**src/rtl/load_store_unit_pkg.sv**
```systemverilog
// Shared definitions for the load/store unit: RV32I width codes, FSM states,
// default memory size and the funct3 legality check.
package lsu_pkg;

  localparam int unsigned LSU_ADDR_LIMIT = 1024;

  localparam logic [2:0] F3_B  = 3'b000;
  localparam logic [2:0] F3_H  = 3'b001;
  localparam logic [2:0] F3_W  = 3'b010;
  localparam logic [2:0] F3_BU = 3'b100;
  localparam logic [2:0] F3_HU = 3'b101;

  typedef enum logic [2:0] {
    IDLE,
    LD_RD,
    LD_CAP,
    ST_WR,
    RMW_RD,
    RMW_WR,
    ERR
  } lsu_state_t;

  // Stores only have signed-looking codes; the unsigned variants exist for loads.
  function automatic logic f3_legal(input logic we, input logic [2:0] f3);
    if (we) return (f3 == F3_B) || (f3 == F3_H) || (f3 == F3_W);
    return (f3 == F3_B) || (f3 == F3_H) || (f3 == F3_W) || (f3 == F3_BU) || (f3 == F3_HU);
  endfunction

endpackage

```
**src/rtl/load_store_unit_if.sv**
```systemverilog
// Request/response bundle between the pipeline's memory stage (master) and
// the load/store unit (slave).
interface load_store_unit_if;

  logic        req_valid;
  logic        req_ready;
  logic        req_we;
  logic [2:0]  req_funct3;
  logic [31:0] req_addr;
  logic [31:0] req_wdata;
  logic        resp_valid;
  logic [31:0] resp_rdata;
  logic        resp_err;

  modport master (
    output req_valid, req_we, req_funct3, req_addr, req_wdata,
    input  req_ready, resp_valid, resp_rdata, resp_err
  );

  modport slave (
    input  req_valid, req_we, req_funct3, req_addr, req_wdata,
    output req_ready, resp_valid, resp_rdata, resp_err
  );

endinterface

```
**src/rtl/load_store_unit_load_extend.sv**
```systemverilog
// Load result formatting: picks the low byte/half of the memory word and
// sign- or zero-extends it according to funct3.
module lsu_load_extend
  import lsu_pkg::*;
(
  input  logic [2:0]  i_funct3,
  input  logic [31:0] i_raw,
  output logic [31:0] o_result
);

  always_comb begin
    o_result = '0;
    case (i_funct3)
      F3_B:    o_result = {{24{i_raw[7]}}, i_raw[7:0]};
      F3_H:    o_result = {{16{i_raw[15]}}, i_raw[15:0]};
      F3_W:    o_result = i_raw;
      F3_BU:   o_result = {24'h000000, i_raw[7:0]};
      F3_HU:   o_result = {16'h0000, i_raw[15:0]};
      default: o_result = '0;
    endcase
  end

endmodule

```
**src/rtl/load_store_unit.sv**
```systemverilog
// Memory-stage load/store unit: one request at a time, sub-word stores done as
// read-modify-write. Define LSU_MISALIGN_TRAP_EN to fault misaligned H/W accesses.
module load_store_unit
  import lsu_pkg::*;
#(
  parameter int unsigned ADDR_LIMIT = LSU_ADDR_LIMIT
) (
  input  logic                clk,
  input  logic                rst_n,
  load_store_unit_if.slave    bus,
  output logic [31:0]         mem_address,
  output logic [31:0]         mem_write_data,
  output logic                mem_write,
  output logic                mem_read,
  input  logic [31:0]         mem_read_data
);

  lsu_state_t  r_state;
  logic [31:0] r_addr;
  logic [31:0] r_wdata;
  logic [2:0]  r_funct3;
  logic        r_we;
  logic        r_resp_valid;
  logic        r_resp_err;
  logic [31:0] r_rdata;

  lsu_state_t  w_start;
  logic        w_accept;
  logic        w_misaligned;
  logic [31:0] w_ext;

  assign bus.req_ready = (r_state == IDLE) && rst_n;
  assign w_accept      = bus.req_valid && bus.req_ready;

  always_comb begin
`ifdef LSU_MISALIGN_TRAP_EN
    w_misaligned = (((bus.req_funct3 == F3_H) || (bus.req_funct3 == F3_HU)) && bus.req_addr[0]) ||
                   ((bus.req_funct3 == F3_W) && (bus.req_addr[1:0] != 2'b00));
`else
    w_misaligned = 1'b0;
`endif
    w_start = IDLE;
    if (!f3_legal(bus.req_we, bus.req_funct3) ||
        (bus.req_addr > 32'(ADDR_LIMIT - 4)) || w_misaligned)
      w_start = ERR;
    else if (!bus.req_we)
      w_start = LD_RD;
    else if (bus.req_funct3 == F3_W)
      w_start = ST_WR;
    else
      w_start = RMW_RD;
  end

  lsu_load_extend u_load_extend (
    .i_funct3 (r_funct3),
    .i_raw    (mem_read_data),
    .o_result (w_ext)
  );

  always_ff @(posedge clk) begin
    if (!rst_n) begin
      r_state      <= IDLE;
      r_addr       <= '0;
      r_wdata      <= '0;
      r_funct3     <= '0;
      r_we         <= 1'b0;
      r_resp_valid <= 1'b0;
      r_resp_err   <= 1'b0;
      r_rdata      <= '0;
    end else begin
      r_resp_valid <= 1'b0;
      r_resp_err   <= 1'b0;
      r_rdata      <= '0;
      case (r_state)
        IDLE: begin
          if (w_accept) begin
            r_addr   <= bus.req_addr;
            r_wdata  <= bus.req_wdata;
            r_funct3 <= bus.req_funct3;
            r_we     <= bus.req_we;
            r_state  <= w_start;
          end
        end
        LD_RD:  r_state <= LD_CAP;
        LD_CAP: begin
          r_rdata      <= w_ext;
          r_resp_valid <= 1'b1;
          r_state      <= IDLE;
        end
        ST_WR, RMW_WR: begin
          r_resp_valid <= 1'b1;
          r_state      <= IDLE;
        end
        RMW_RD: r_state <= RMW_WR;
        ERR: begin
          r_resp_valid <= 1'b1;
          r_resp_err   <= 1'b1;
          r_state      <= IDLE;
        end
        default: r_state <= IDLE;
      endcase
    end
  end

  // Registered results are masked while reset is held so nothing leaks mid-reset.
  assign bus.resp_valid = r_resp_valid && rst_n;
  assign bus.resp_err   = r_resp_err && rst_n;
  assign bus.resp_rdata = rst_n ? r_rdata : '0;

  // Memory word lane is always the low byte/half, so the merge needs no shifting.
  always_comb begin
    mem_read       = 1'b0;
    mem_write      = 1'b0;
    mem_address    = '0;
    mem_write_data = '0;
    if (rst_n) begin
      case (r_state)
        LD_RD, RMW_RD: begin
          mem_read    = 1'b1;
          mem_address = r_addr;
        end
        ST_WR: begin
          mem_write      = r_we;
          mem_address    = r_addr;
          mem_write_data = r_wdata;
        end
        RMW_WR: begin
          mem_write      = r_we;
          mem_address    = r_addr;
          mem_write_data = (r_funct3 == F3_H) ? {mem_read_data[31:16], r_wdata[15:0]}
                                              : {mem_read_data[31:8], r_wdata[7:0]};
        end
        default: ;
      endcase
    end
  end

endmodule

```
**src/flat_wrapper.sv**
```systemverilog
// flat-port wrapper written by rule: the top's interface ports become plain ports
module load_store_unit_flat import lsu_pkg::*;
#(
  parameter int unsigned ADDR_LIMIT = LSU_ADDR_LIMIT
)
  (clk, rst_n, mem_address, mem_write_data, mem_write, mem_read, mem_read_data, bus_req_valid, bus_req_we, bus_req_funct3, bus_req_addr, bus_req_wdata, bus_req_ready, bus_resp_valid, bus_resp_rdata, bus_resp_err);
  load_store_unit_if bus_i ();
  input  logic clk;
  input  logic rst_n;
  output logic [31:0] mem_address;
  output logic [31:0] mem_write_data;
  output logic mem_write;
  output logic mem_read;
  input  logic [31:0] mem_read_data;
  input wire logic [$bits(bus_i.req_valid)-1:0] bus_req_valid;
  input wire logic [$bits(bus_i.req_we)-1:0] bus_req_we;
  input wire logic [$bits(bus_i.req_funct3)-1:0] bus_req_funct3;
  input wire logic [$bits(bus_i.req_addr)-1:0] bus_req_addr;
  input wire logic [$bits(bus_i.req_wdata)-1:0] bus_req_wdata;
  output wire logic [$bits(bus_i.req_ready)-1:0] bus_req_ready;
  output wire logic [$bits(bus_i.resp_valid)-1:0] bus_resp_valid;
  output wire logic [$bits(bus_i.resp_rdata)-1:0] bus_resp_rdata;
  output wire logic [$bits(bus_i.resp_err)-1:0] bus_resp_err;
  assign bus_i.req_valid = bus_req_valid;
  assign bus_i.req_we = bus_req_we;
  assign bus_i.req_funct3 = bus_req_funct3;
  assign bus_i.req_addr = bus_req_addr;
  assign bus_i.req_wdata = bus_req_wdata;
  assign bus_req_ready = bus_i.req_ready;
  assign bus_resp_valid = bus_i.resp_valid;
  assign bus_resp_rdata = bus_i.resp_rdata;
  assign bus_resp_err = bus_i.resp_err;
  load_store_unit #(.ADDR_LIMIT(ADDR_LIMIT)) u_core (.clk(clk), .rst_n(rst_n), .bus(bus_i), .mem_address(mem_address), .mem_write_data(mem_write_data), .mem_write(mem_write), .mem_read(mem_read), .mem_read_data(mem_read_data));
endmodule
```
**config.mk**
```make
export PLATFORM = sky130hd
export DESIGN_NAME = load_store_unit_flat
export DESIGN_NICKNAME = d
export VERILOG_FILES = /design/src/rtl/load_store_unit_pkg.sv /design/src/rtl/load_store_unit_if.sv /design/src/rtl/load_store_unit_load_extend.sv /design/src/rtl/load_store_unit.sv /design/src/flat_wrapper.sv
export SDC_FILE = /design/constraint.sdc
export NUM_CORES = 1
export LEC_CHECK = 0
export BUFFER_PORTS_ARGS = -buffer_cell sky130_fd_sc_hd__buf_2
export CAP_MARGIN = 20
export CORE_MARGIN = 5
export CORE_UTILIZATION = 44
export CTS_CLUSTER_DIAMETER = 200
export DETAILED_ROUTE_END_ITERATION = 8
export PLACE_DENSITY = 0.8
export SYNTH_ARGS = -nofsm -noshare
export SYNTH_HDL_FRONTEND = slang
export SYNTH_SLANG_ARGS = --single-unit
```
**constraint.sdc**
```tcl
create_clock -name clk -period 1.4 [get_ports clk]
set_clock_uncertainty 0.2 [all_clocks]
set_input_delay 0.07 -clock clk [delete_from_list [all_inputs] [get_ports clk]]
set_output_delay 0.07 -clock clk [all_outputs]
set_load 0.05 [all_outputs]
```
# Yosys cells after proc, flatten, opt, wreduce, memory -nomap -nowiden
# Cells that the tools add are included.
# op_classes
eq_ne,15
reduce_logical,19
n_bitwise,0
n_lt_le_gt_ge,1
n_addsub,0
div,0
n_mul,0
n_mux,21
shift,0
# op_table
op,n
case mux 32 bit (5 select lines),1
2-to-1 mux 32 bit,4
case mux 32 bit (2 select lines),1
> comparator 32 x 10 -> 1 bit (second input constant),1
== test 3 bit (second input constant),7
2-to-1 mux 16 bit,1
== test 3 x 2 -> 1 bit (second input constant),4
2-to-1 mux 3 bit,4
== test 3 x 1 -> 1 bit (second input constant),3
zero test 3 bit,3
2-to-1 mux 1 bit,9
case mux 3 bit (3 select lines),1
OR reduction 4 bit,2
logical OR 1 bit,5
logical AND 1 bit,4
AND reduction 2 bit,2
OR reduction 2 bit,2
!= test 2 x 1 -> 1 bit (second input constant),1
zero test 1 bit,1
# totals
register_bits,105
ram_bits,0
input_bits,103
latch_bits,0
mem_count,0
output_inout_bits,101
mem_bits_ro,0

# Logic depth before layout (Yosys ltp)
# depth
depth_word,11
ltp_mapped,8
mapped_depth_nobuf,4

# Modules after synthesis
# Synthesis repeated with hierarchy kept, for this count alone.
# unflattened
hier_cells,623
area_unflattened_um2,5188.7
# by_module_without_submodules
mod,area_per_inst_um2,instances,cells_each
load_store_unit,4595.7,1,552
lsu_load_extend,593.1,1,71

# Worst setup path after synthesis
# No wires, ideal clock.
# synth_timing
path_kind,reg2out
start,reg u_core.r_state[2]
end,out mem_write_data[10]
required_ps,1130
n_path_buf,2
path_slack_ps,-702
arrival_time_ps,1832
path_stages_with_launch,7
path_cell_list,dfxtp_1 > buf_4 > and3b_1 > buf_4 > a31o_2 > a22oi_1 > nor2b_1
# synth_between
elab_chain_len,3
elab_cells_between_ends,4
cone_classes,2 x eq/ne; 2 x mux
# synth_rtl
element,line,rtl
start: declaration,load_store_unit.sv:18,lsu_state_t r_state;
start signal: assignment,load_store_unit.sv:81,r_state <= w_start;
== test 3 bit or == test 3 x 2 -> 1 bit (tied branches),load_store_unit.sv:117,case (r_state)
case mux 32 bit (2 select lines) *,load_store_unit.sv:117,
2-to-1 mux 32 bit *,load_store_unit.sv:116,if (rst_n) begin
end: declaration,flat_wrapper.sv:11,output logic [31:0] mem_write_data;
# Every way passes the cells marked *; elsewhere a longest branch is shown, timed or not.

# Worst setup path after layout
# layout_timing
start,reg u_core.r_state[2]
end,out mem_write_data[8]
# Same word-level chain as after synthesis.

==> reports/metrics.yaml <==
r2r_start: "u_core.r_state[0]"
slowest_delay_ns: 0.39
crit_required_ns: 1.13
tightest_slew_ns: 0.446
seq_area_sq_um: 2110
die_x_microns: 115
synth.avg_cell_area_sq_um: 8.04
clk_pin_slew_ns: 0.11
n_fill_cell: 340
portBuffers: 203
p_total_uw: 7480
r2r_setup_slack_ns: -0.63
min_path_type: "in2reg"
synth_edf_count: 0
grt_first_pass_wirelength_microns: 30900
cap_violations: 0
synth_common_cells: "171 x nand2_1, 105 x dfxtp_1, 84 x and2_1, 35 x a21boi_0, 34 x a21boi_1"
worstReg2RegEnd: "u_core.r_addr[17]"
crit_fanout: 8
clockBufferDepth: 2
crit_path_cell_trace: "and3b_2 -> a21boi_4 -> buf_12 -> a22oi_2 -> nor2b_4 -> buf_8"
synthFlopType: "dfxtp_1"
cts_sinks: 105
synth_warnings: 0
die_h_microns: 115
synth_most_common_cell: "nand2_1"
critPathLaunchType: "flop"
fin_ws_ns: -0.731
avgViaCountPerCell: 5.81
synth_top_family_by_area: "simple AND/OR/NAND/NOR gates"
synthAdderAreaFrac_pct: 0
ys_ff_latch: 105
irDropWorstVdd_mv: 0.542
rows: 38
fmax_mhz: 469
synth_cells: 607
fin_crit_sh_pct: 152
grt_pass1_vias: 6118
first_iter_violations: 591
status: "finished, violations left"
num_io_pins: 204
start_util_pct: 45.0
hold_viol: 0
antenna_found_initial: 3
end_kind: "primary output"
synth_compound_area_share_pct: 19.1
multi_input_area_sq_um: 3840
yosysUniqueCellTypes: 38
synth_top_area_share_pct: 43.1
crit_type: "reg2out"
synth_area_leader_cell: "dfxtp_1"
startpoint: "u_core.r_state[2]"
cts_tree: "built"
wl_microns: 27100
slew_headroom_pct: 70.0
area_delta_synth_final_pct: 105
detailed_place_hpwl_microns: 10600
async_flop_share_pct: 0
synth_nets: 710
crit_slowest_cell: "dfxtp_2"
synth-xor-area-share_pct: 0.180
synth_mux_area_share_pct: 0.231
ctsRootBufferMaster: "clkbuf_8"
yosys-top-cells-area: "dfxtp_1 43%, nand2_1 13%, and2_1 11%, a21boi_0 5.4%, a21boi_1 5.2%"
finalSetupViolations: 171
vias: 6424
pre_cts_slack_ns: -0.387
ys_seq_area_share_pct: 43.1
grt-ovfl-total: 0
place.gp.congestion: 0.802
grt_max_degree: 65
synthSimpleGateAreaFrac_pct: 32.8
rsz0062_at_grt: "yes"
wl_per_cell_microns: 24.6
dr.pass1.iters: 8
drive_gt1_share_pct: 58.9
ant_nets: 0
r2r_cells: 9
numCtsBuffers: 9
pwr_density_cell_nw_per_um2: 746
arrival_ns: 1.86
num-nets-final: 1057
fp.dieArea_sq_um: 13300
setup.worst_path.end: "mem_write_data[8]"
p_leak_uw: 0.00441
drc_errors: 0
violations: "negative setup slack"
postLayoutCoreUtil_pct: 92.4
coreArea_sq_um: 10800
cts_max_level: 3
final.min_clock_period_ns: 2.13
clock_latency_ns: 0.38
grt_use_total_pct: 29.4
syn-cell-area_sq_um: 4880
final_max_slew_viol_count: 0
==> where the power goes <==
part | leakage (uW) | total [uW] | internal [uW] | switching, uW
Combinational | 0.00345 | 2070 | 994 | 1070
Sequential | 0.000854 | 3210 | 3110 | 97.5
Clock | 0.000111 | 2200 | 1110 | 1090
Total | 0.00441 | 7480 | 5220 | 2260
==> critical path: cells and delay by family, from the launching register on <==
kind,cells,cell delay (ns)
compound gates,2,0.32
simple gates,2,0.44
buf+inv,2,0.32
flops,1,0.39
==> timing repair <==
item / 4_1_cts / 5_1_grt
setup buffers: 9 / 12
pin swaps: 9 / 131
endpoints found under the hold margin: 104 / 15
resized for setup: 204 / 275
hold buffers: 102 / 14
setup endpoints to repair: 169 / 173
cloned: 8 / 12
==> state kept, by name (all words and copies together), names as in the netlist <==
name and flops:
u_core.r_rdata 32, u_core.r_state 3, u_core.r_we 1, u_core.r_addr 32, u_core.r_resp_err 1, u_core.r_funct3 3
u_core.r_resp_valid 1, u_core.r_wdata 32
==> kinds of logic (layout without fill, tap and decap cells) <==
group,Yosys count,after routing
buf+inv,48,398
mux,1,1
other cells,0,6
xor+xnor,1,1
compound gates,131,132
simple gates,321,322
flops,105,105
==> routing by layer <==
metal | global-route usage [%] | routed length (microns) | up-vias
met5 | 0 | 0 | -
met4 | 14.8 | 1840 | 0
met3 | 8.05 | 2510 | 187
met2 | 53.2 | 13300 | 497
met1 | 31.3 | 9470 | 3032
li1 | - | - | 2708
==> area by class of cell <==
type                    count  area share [%]
inverters                   1          0.0624
diodes                      6           0.150
clock inverters             2           0.599
repair buffers            381            36.4
clock buffers              14            1.62
multi-input cells         456            38.4
flip-flops and latches    105            21.0
well taps                 140            1.75
==> worst min path at each step <==
stage | start | to | slack [ns] | cells after the start
finish | bus_req_addr[30] | u_core.r_state[0] | 0.02 | 5
global route | bus_req_addr[11] | u_core.r_state[0] | 0.04 | 5
CTS | bus_req_addr[3] | u_core.r_state[2] | -0.001 | 5
detailed placement | mem_read_data[6] | u_core.r_rdata[6] | 0.08 | 2
global placement | mem_read_data[4] | u_core.r_rdata[4] | 0.07 | 2
floorplan | mem_read_data[0] | u_core.r_rdata[0] | -0.008 | 1
==> per-stage QoR <==
stage	area, sq um	cells	hold slack [ns]	TNS [ns]
after global placement	6640	944	0.0747	-30.95
after floorplan	5290	607	-0.00829	-8.03
after detailed placement	6640	944	0.0797	-34.39
final	10000	1105	0.0223	-84.83
after global routing	10000	1101	0.0415	-90.55
after CTS	8810	1079	-0.00139	-70.87
==> cells in the final DEF (no fill, tap or decap), drive strengths merged, types with 2 or more instances in the layout <==
cell	Yosys	final
nor2b	27	27
nand3	2	3
and2	84	84
nor2	17	17
diode	0	6
and3	2	2
nor4	5	5
bufinv	0	2
a21boi	70	70
a22oi	32	32
nor3	2	2
o21ai	2	2
a31oi	2	2
a21oi	19	19
dfxtp	105	105
nand4	3	3
clkbuf	26	23
nand2b	2	2
dlygate4sd3	0	102
nand2	171	171
o21a	2	2
buf	21	270
a21o	1	2
and3b	2	2
No activity file was read; power rests on OpenSTA's default activity.
